[src/rtl/sh4a_mac_unit.sv]
// SH4A MAC datapath (MUL/MAC/CLR/LOAD on MACH:MACL); acc updates LAT cycles after issue.
// No backpressure: one op accepted and one retired per cycle, strictly in order.
module sh4a_mac_unit #(
  parameter int WIDTH      = 32,
  parameter int ACC_W      = 64,
  parameter int LAT        = 2,
  parameter int SATW_SHORT = 32,
  parameter int SATW_LONG  = 48
) (
  input  logic               clk,
  input  logic               rst_n,
  input  logic               in_valid,
  input  logic [1:0]         op,
  input  logic               op_signed,
  input  logic               sat_en,
  input  logic               sat_long,
  input  logic [WIDTH-1:0]   src_a,
  input  logic [WIDTH-1:0]   src_b,
  input  logic [ACC_W-1:0]   load_data,
  output logic [ACC_W-1:0]   acc,
  output logic               out_valid,
  output logic               sat_hit,
  output logic               busy
);

  localparam int NST = LAT - 1;
  localparam int PW  = 2 * WIDTH;

  localparam logic [1:0] OP_MUL = 2'b00;
  localparam logic [1:0] OP_MAC = 2'b01;
  localparam logic [1:0] OP_CLR = 2'b10;

  typedef struct packed {
    logic             vld;
    logic [1:0]       op;
    logic             sgn;
    logic             sat_en;
    logic             sat_long;
    logic [ACC_W-1:0] load;
    logic [PW-1:0]    prod;
  } stage_t;

  stage_t pipe_q [NST];
  stage_t pipe_d [NST];

  logic [ACC_W-1:0] acc_q, acc_d;
  logic             out_valid_q, out_valid_d;
  logic             sat_hit_q, sat_hit_d;

  // Operands are extended to the product width so one unsigned multiply
  // yields the correct low 2*WIDTH bits for both signed and unsigned ops.
  logic [PW-1:0] a_x, b_x, prod;
  assign a_x  = {{WIDTH{op_signed & src_a[WIDTH-1]}}, src_a};
  assign b_x  = {{WIDTH{op_signed & src_b[WIDTH-1]}}, src_b};
  assign prod = a_x * b_x;

  always_comb begin
    pipe_d = pipe_q;
    pipe_d[0].vld = in_valid;
    if (in_valid) begin
      pipe_d[0].op       = op;
      pipe_d[0].sgn      = op_signed;
      pipe_d[0].sat_en   = sat_en;
      pipe_d[0].sat_long = sat_long;
      pipe_d[0].load     = load_data;
      pipe_d[0].prod     = prod;
    end
    for (int i = 1; i < NST; i++) begin
      pipe_d[i].vld = pipe_q[i-1].vld;
      if (pipe_q[i-1].vld) pipe_d[i] = pipe_q[i-1];
    end
  end

  always_ff @(posedge clk or negedge rst_n) begin
    if (!rst_n) begin
      for (int i = 0; i < NST; i++) pipe_q[i] <= '0;
    end else begin
      for (int i = 0; i < NST; i++) pipe_q[i] <= pipe_d[i];
    end
  end

  stage_t                  last;
  logic signed [PW-1:0]    prod_s;
  logic [ACC_W-1:0]        prod_ext;
  logic [ACC_W+1:0]        sum_w, sat_max, sat_min;
  int                      sat_sh;

  assign last     = pipe_q[NST-1];
  assign prod_s   = last.prod;
  assign prod_ext = last.sgn ? ACC_W'(prod_s) : ACC_W'(last.prod);

  // Two guard bits keep the signed sum exact for the clamp comparison.
  assign sum_w   = {{2{acc_q[ACC_W-1]}}, acc_q}
                 + {{2{last.sgn & prod_ext[ACC_W-1]}}, prod_ext};
  assign sat_sh  = last.sat_long ? SATW_LONG - 1 : SATW_SHORT - 1;
  assign sat_max = ((ACC_W+2)'(1) << sat_sh) - (ACC_W+2)'(1);
  assign sat_min = ~sat_max;

  always_comb begin
    acc_d       = acc_q;
    out_valid_d = last.vld;
    sat_hit_d   = 1'b0;
    if (last.vld) begin
      case (last.op)
        OP_MUL: acc_d = prod_ext;
        OP_MAC: begin
          if (last.sat_en && ($signed(sum_w) > $signed(sat_max))) begin
            acc_d     = sat_max[ACC_W-1:0];
            sat_hit_d = 1'b1;
          end else if (last.sat_en && ($signed(sum_w) < $signed(sat_min))) begin
            acc_d     = sat_min[ACC_W-1:0];
            sat_hit_d = 1'b1;
          end else begin
            acc_d = sum_w[ACC_W-1:0];
          end
        end
        OP_CLR:  acc_d = '0;
        default: acc_d = last.load;
      endcase
    end
  end

  always_ff @(posedge clk or negedge rst_n) begin
    if (!rst_n) begin
      acc_q       <= '0;
      out_valid_q <= 1'b0;
      sat_hit_q   <= 1'b0;
    end else begin
      acc_q       <= acc_d;
      out_valid_q <= out_valid_d;
      sat_hit_q   <= sat_hit_d;
    end
  end

  // The retire stage counts as in flight, so busy drops the cycle after it.
  always_comb begin
    busy = out_valid_q;
    for (int i = 0; i < NST; i++) busy = busy | pipe_q[i].vld;
  end

  assign acc       = acc_q;
  assign out_valid = out_valid_q;
  assign sat_hit   = sat_hit_q;

endmodule

[config.mk]
export PLATFORM = sky130hd
export DESIGN_NAME = sh4a_mac_unit
export DESIGN_NICKNAME = d
export VERILOG_FILES = /design/src/rtl/sh4a_mac_unit.sv
export SDC_FILE = /design/constraint.sdc
export NUM_CORES = 2
export LEC_CHECK = 0
export CORE_ASPECT_RATIO = 1.5
export CORE_MARGIN = 2
export CORE_UTILIZATION = 30
export CTS_CLUSTER_DIAMETER = 40
export CTS_CLUSTER_SIZE = 28
export DETAILED_ROUTE_END_ITERATION = 16
export GPL_ROUTABILITY_DRIVEN = 0
export RECOVER_POWER = 25
export SYNTH_ARGS = -nofsm -noshare
export SYNTH_HDL_FRONTEND = slang
export SYNTH_SLANG_ARGS = --single-unit
export TNS_END_PERCENT = 5
[constraint.sdc]
create_clock -name clk -period 5.8 [get_ports clk]
set_clock_uncertainty 0.1 [all_clocks]
set_input_delay 0.87 -clock clk [delete_from_list [all_inputs] [get_ports clk]]
set_output_delay 0.87 -clock clk [all_outputs]
set_load 0.02 [all_outputs]
==> flow_summary.yaml <==
run_status:
  status: "finished with violations"
  violations: "capacitance limit, slew limit, setup timing"
worst_setup_path:
  path_class: "input pin to register"
  worstPathRequired_ns: 6.08
  path_buf_inv: 10
  critPathCaptureType: "register"
  path_common_cell: "fa_1"
  critPathLaunchType: "input pin"
  worst_path_max_delay_cell: "fa_1"
  slowest_delay_ns: 0.55
  arrival_ns: 8.41
  critical_path_peak_fanout: 5
  crit_family: "adder cells"
logic_synthesis:
  synth_warnings: 0
  synth_top_family_by_area: "adder cells"
  ys_types: 84
  netlist_top_cells_count: "inv_1 (1174), fa_1 (1126), nand2_1 (857)"
  synthSimpleGateAreaFrac_pct: 15.0
  synth_most_common_cell: "inv_1"
  syn-cell-area_sq_mm: 0.0518
  synth_compound_area_share_pct: 8.33
  synth_edf_count: 0
  synthCells: 5688
  yosysTopAreaCell: "fa_1"
  synthMuxAreaShare_pct: 2.81
  synth_fa_ha_area_share_pct: 51.0
  netlist.area_leader.share_pct: 43.5
  synthFlopType: "dfrtp_1"
  syn_area_per_cell_sq_um: 9.10
  async_flop_share_pct: 100
  synth-xor-area-share_pct: 2.25
  seq_area_frac_synth_pct: 9.67
  synth_area_leaders: "fa_1 (44%), dfrtp_1 (9.7%), inv_1 (8.5%)"
  synth_nets: 7258
  ys_seq_elements: 200
timing:
  fin_crit_ns: 8.14
  maxSlewHeadroom_pct: -82.6
  worst_pin_slew_ns: 2.74
  setup-violations-final: 118
  hold_viol: 0
  final.setup.worst_slack_ns: -2.34
  rsz0062_at_grt: "true"
  fmaxAchievable_ghz: 0.123
  period_share_pct: 140
  final_max_slew_viol_count: 100
run:
  drv_cap: 1
floorplan:
  initial_utilization_pct: 30.2
  ios: 203
  core-area_sq_mm: 0.171
  die_y_um: 513
  rows: 186
  fp.dieW_um: 343
  dieArea_sq_mm: 0.176
global_route:
  grt_start_max_net_pins: 100
  grt_pass1_wl_um: 280000
  track_usage_pct: 20.7
  grt-ovfl-total: 0
  antenna_found_initial: 13
  grt_pass1_vias: 49100
clocking:
  cts_root_buf: "clkbuf_16"
  clock_latency_ns: 0.49
  cts_tree: "built"
  clockBufferDepth: 2
  cts_buffers: 17
  htree_num_levels: 4
  clk_pin_slew_ns: 0.08
  cts.sinks: 200
  ctsHoldBuffers: 0
finish:
  drive_gt1_share_pct: 24.3
  nets: 8204
  post-route-util_pct: 39.1
  area_growth_pct: 29.4
place:
  portBuffers: 202
  hpwl_um: 147000
routing:
  dr.first_iter.drc_count: 2253
  vias_per_cell: 4.89
  ant_nets: 0
  wl_per_cell_um: 20.2
  drc: 0
  finalWirelength_um: 180000
  vias: 43500
  dr.pass1.iters: 6
worst_hold_path:
  hold_path_class: "register to register"
## final cells by class
class	instances	area [sq um]
diodes	4	10.0
clock buffers	18	439
clock inverters	14	165
fillers	16800	104000
inverters	1175	4410
multi-input cells	4002	42500
flip-flops and latches	200	5010
well taps	2256	2820
repair buffers	1238	11600
## layout by cell type (no fill, tap or decap), types with 18 or more instances in the layout
cell type        netlist  routed
ha_1                 308     275
nand4_1               40      40
o21a_1                19      19
o21ai_0               88      72
nand2b_1              19      18
o21ai_1               24      33
and2_4                 1      32
mux2_2               120     115
a31oi_1               53      52
nor2_1               174     165
and3_1                32      25
and2_1               350     319
nor3_1                50      43
a21oi_2                4      26
o21bai_1              21      20
buf_4                  6     867
a21o_1                68      68
nand2_1              857     837
a22oi_1               60      59
clkdlybuf4s50_1        0     138
buf_12                 0      82
nand3_1               54      48
xor2_1                44      39
inv_1               1174    1109
inv_2                  0      64
xnor2_1               89      79
buf_6                  2      65
or3_1                 18      18
buf_2                 27      19
fa_1                1126    1061
a21oi_1              163     140
clkbuf_16              0      18
dfrtp_1              200     199
fa_2                   0      65
ha_4                   0      26
## routing by layer
| metal | vias to the layer above | track usage, % | wire length (um) |
|---|---|---|---|
| met5 | - | 0 | 104 |
| met4 | 16 | 12.2 | 12600 |
| met3 | 527 | 2.18 | 7970 |
| met2 | 1398 | 38.6 | 94300 |
| met1 | 22300 | 22.4 | 64500 |
| li1 | 19300 | - | - |
## worst paths after layout
path | to | slack (ns) | start | cells after the start
hold reg to reg | last[110] | 0.42 | last[110] | 1
max in group asynchronous | out_valid_d | 2.48 | rst_n | 1
min in group asynchronous | last[104] | 1.09 | rst_n | 1
hold / removal | last[110] | 0.42 | last[110] | 1
setup reg to reg | acc[56] | -1.32 | acc[13] | 28
setup / recovery | prod_ext[50] | -2.34 | src_a[1] | 33
## metrics by stage
stage                     setup TNS, ns  cell area [sq um]  hold slack, ns  cells  worst slack (ns)
after floorplan                  -93.66              51800           0.339   5688             -2.83
after global routing            -189.81              67000           0.439   8906             -2.57
after detailed placement        -242.75              62800           0.399   8696             -3.86
after global placement          -231.99              62800           0.389   8696             -3.80
final                           -166.81              67000           0.418   8907             -2.34
after CTS                       -158.06              66400           0.343   8889             -2.35
## state kept, by name, summed over array words and instances (netlist names)
| name | count |
|---|---|
| acc | 64 |
| last | 69 |
| out_valid | 1 |
| out_valid_d | 1 |
| prod_ext | 64 |
| sat_hit | 1 |
## kinds of logic (layout without fill, tap and decap cells)
family | after synthesis | after routing
buf+inv | 1486 | 2445
xor+xnor | 133 | 133
compound gates | 643 | 643
simple gates | 1662 | 1662
flops | 200 | 200
other cells | 0 | 4
fa+ha+maj | 1434 | 1434
mux | 130 | 130
## timing repair
action,CTS,global route
setup endpoints to repair,120,119
gates resized for setup,515,170
cloned,26,1
buffers inserted,135,16
pin swaps,214,102
Power is left out: the tool's default activity adds up to more than one toggle a clock period on the data nets, which glitch-free logic cannot reach.
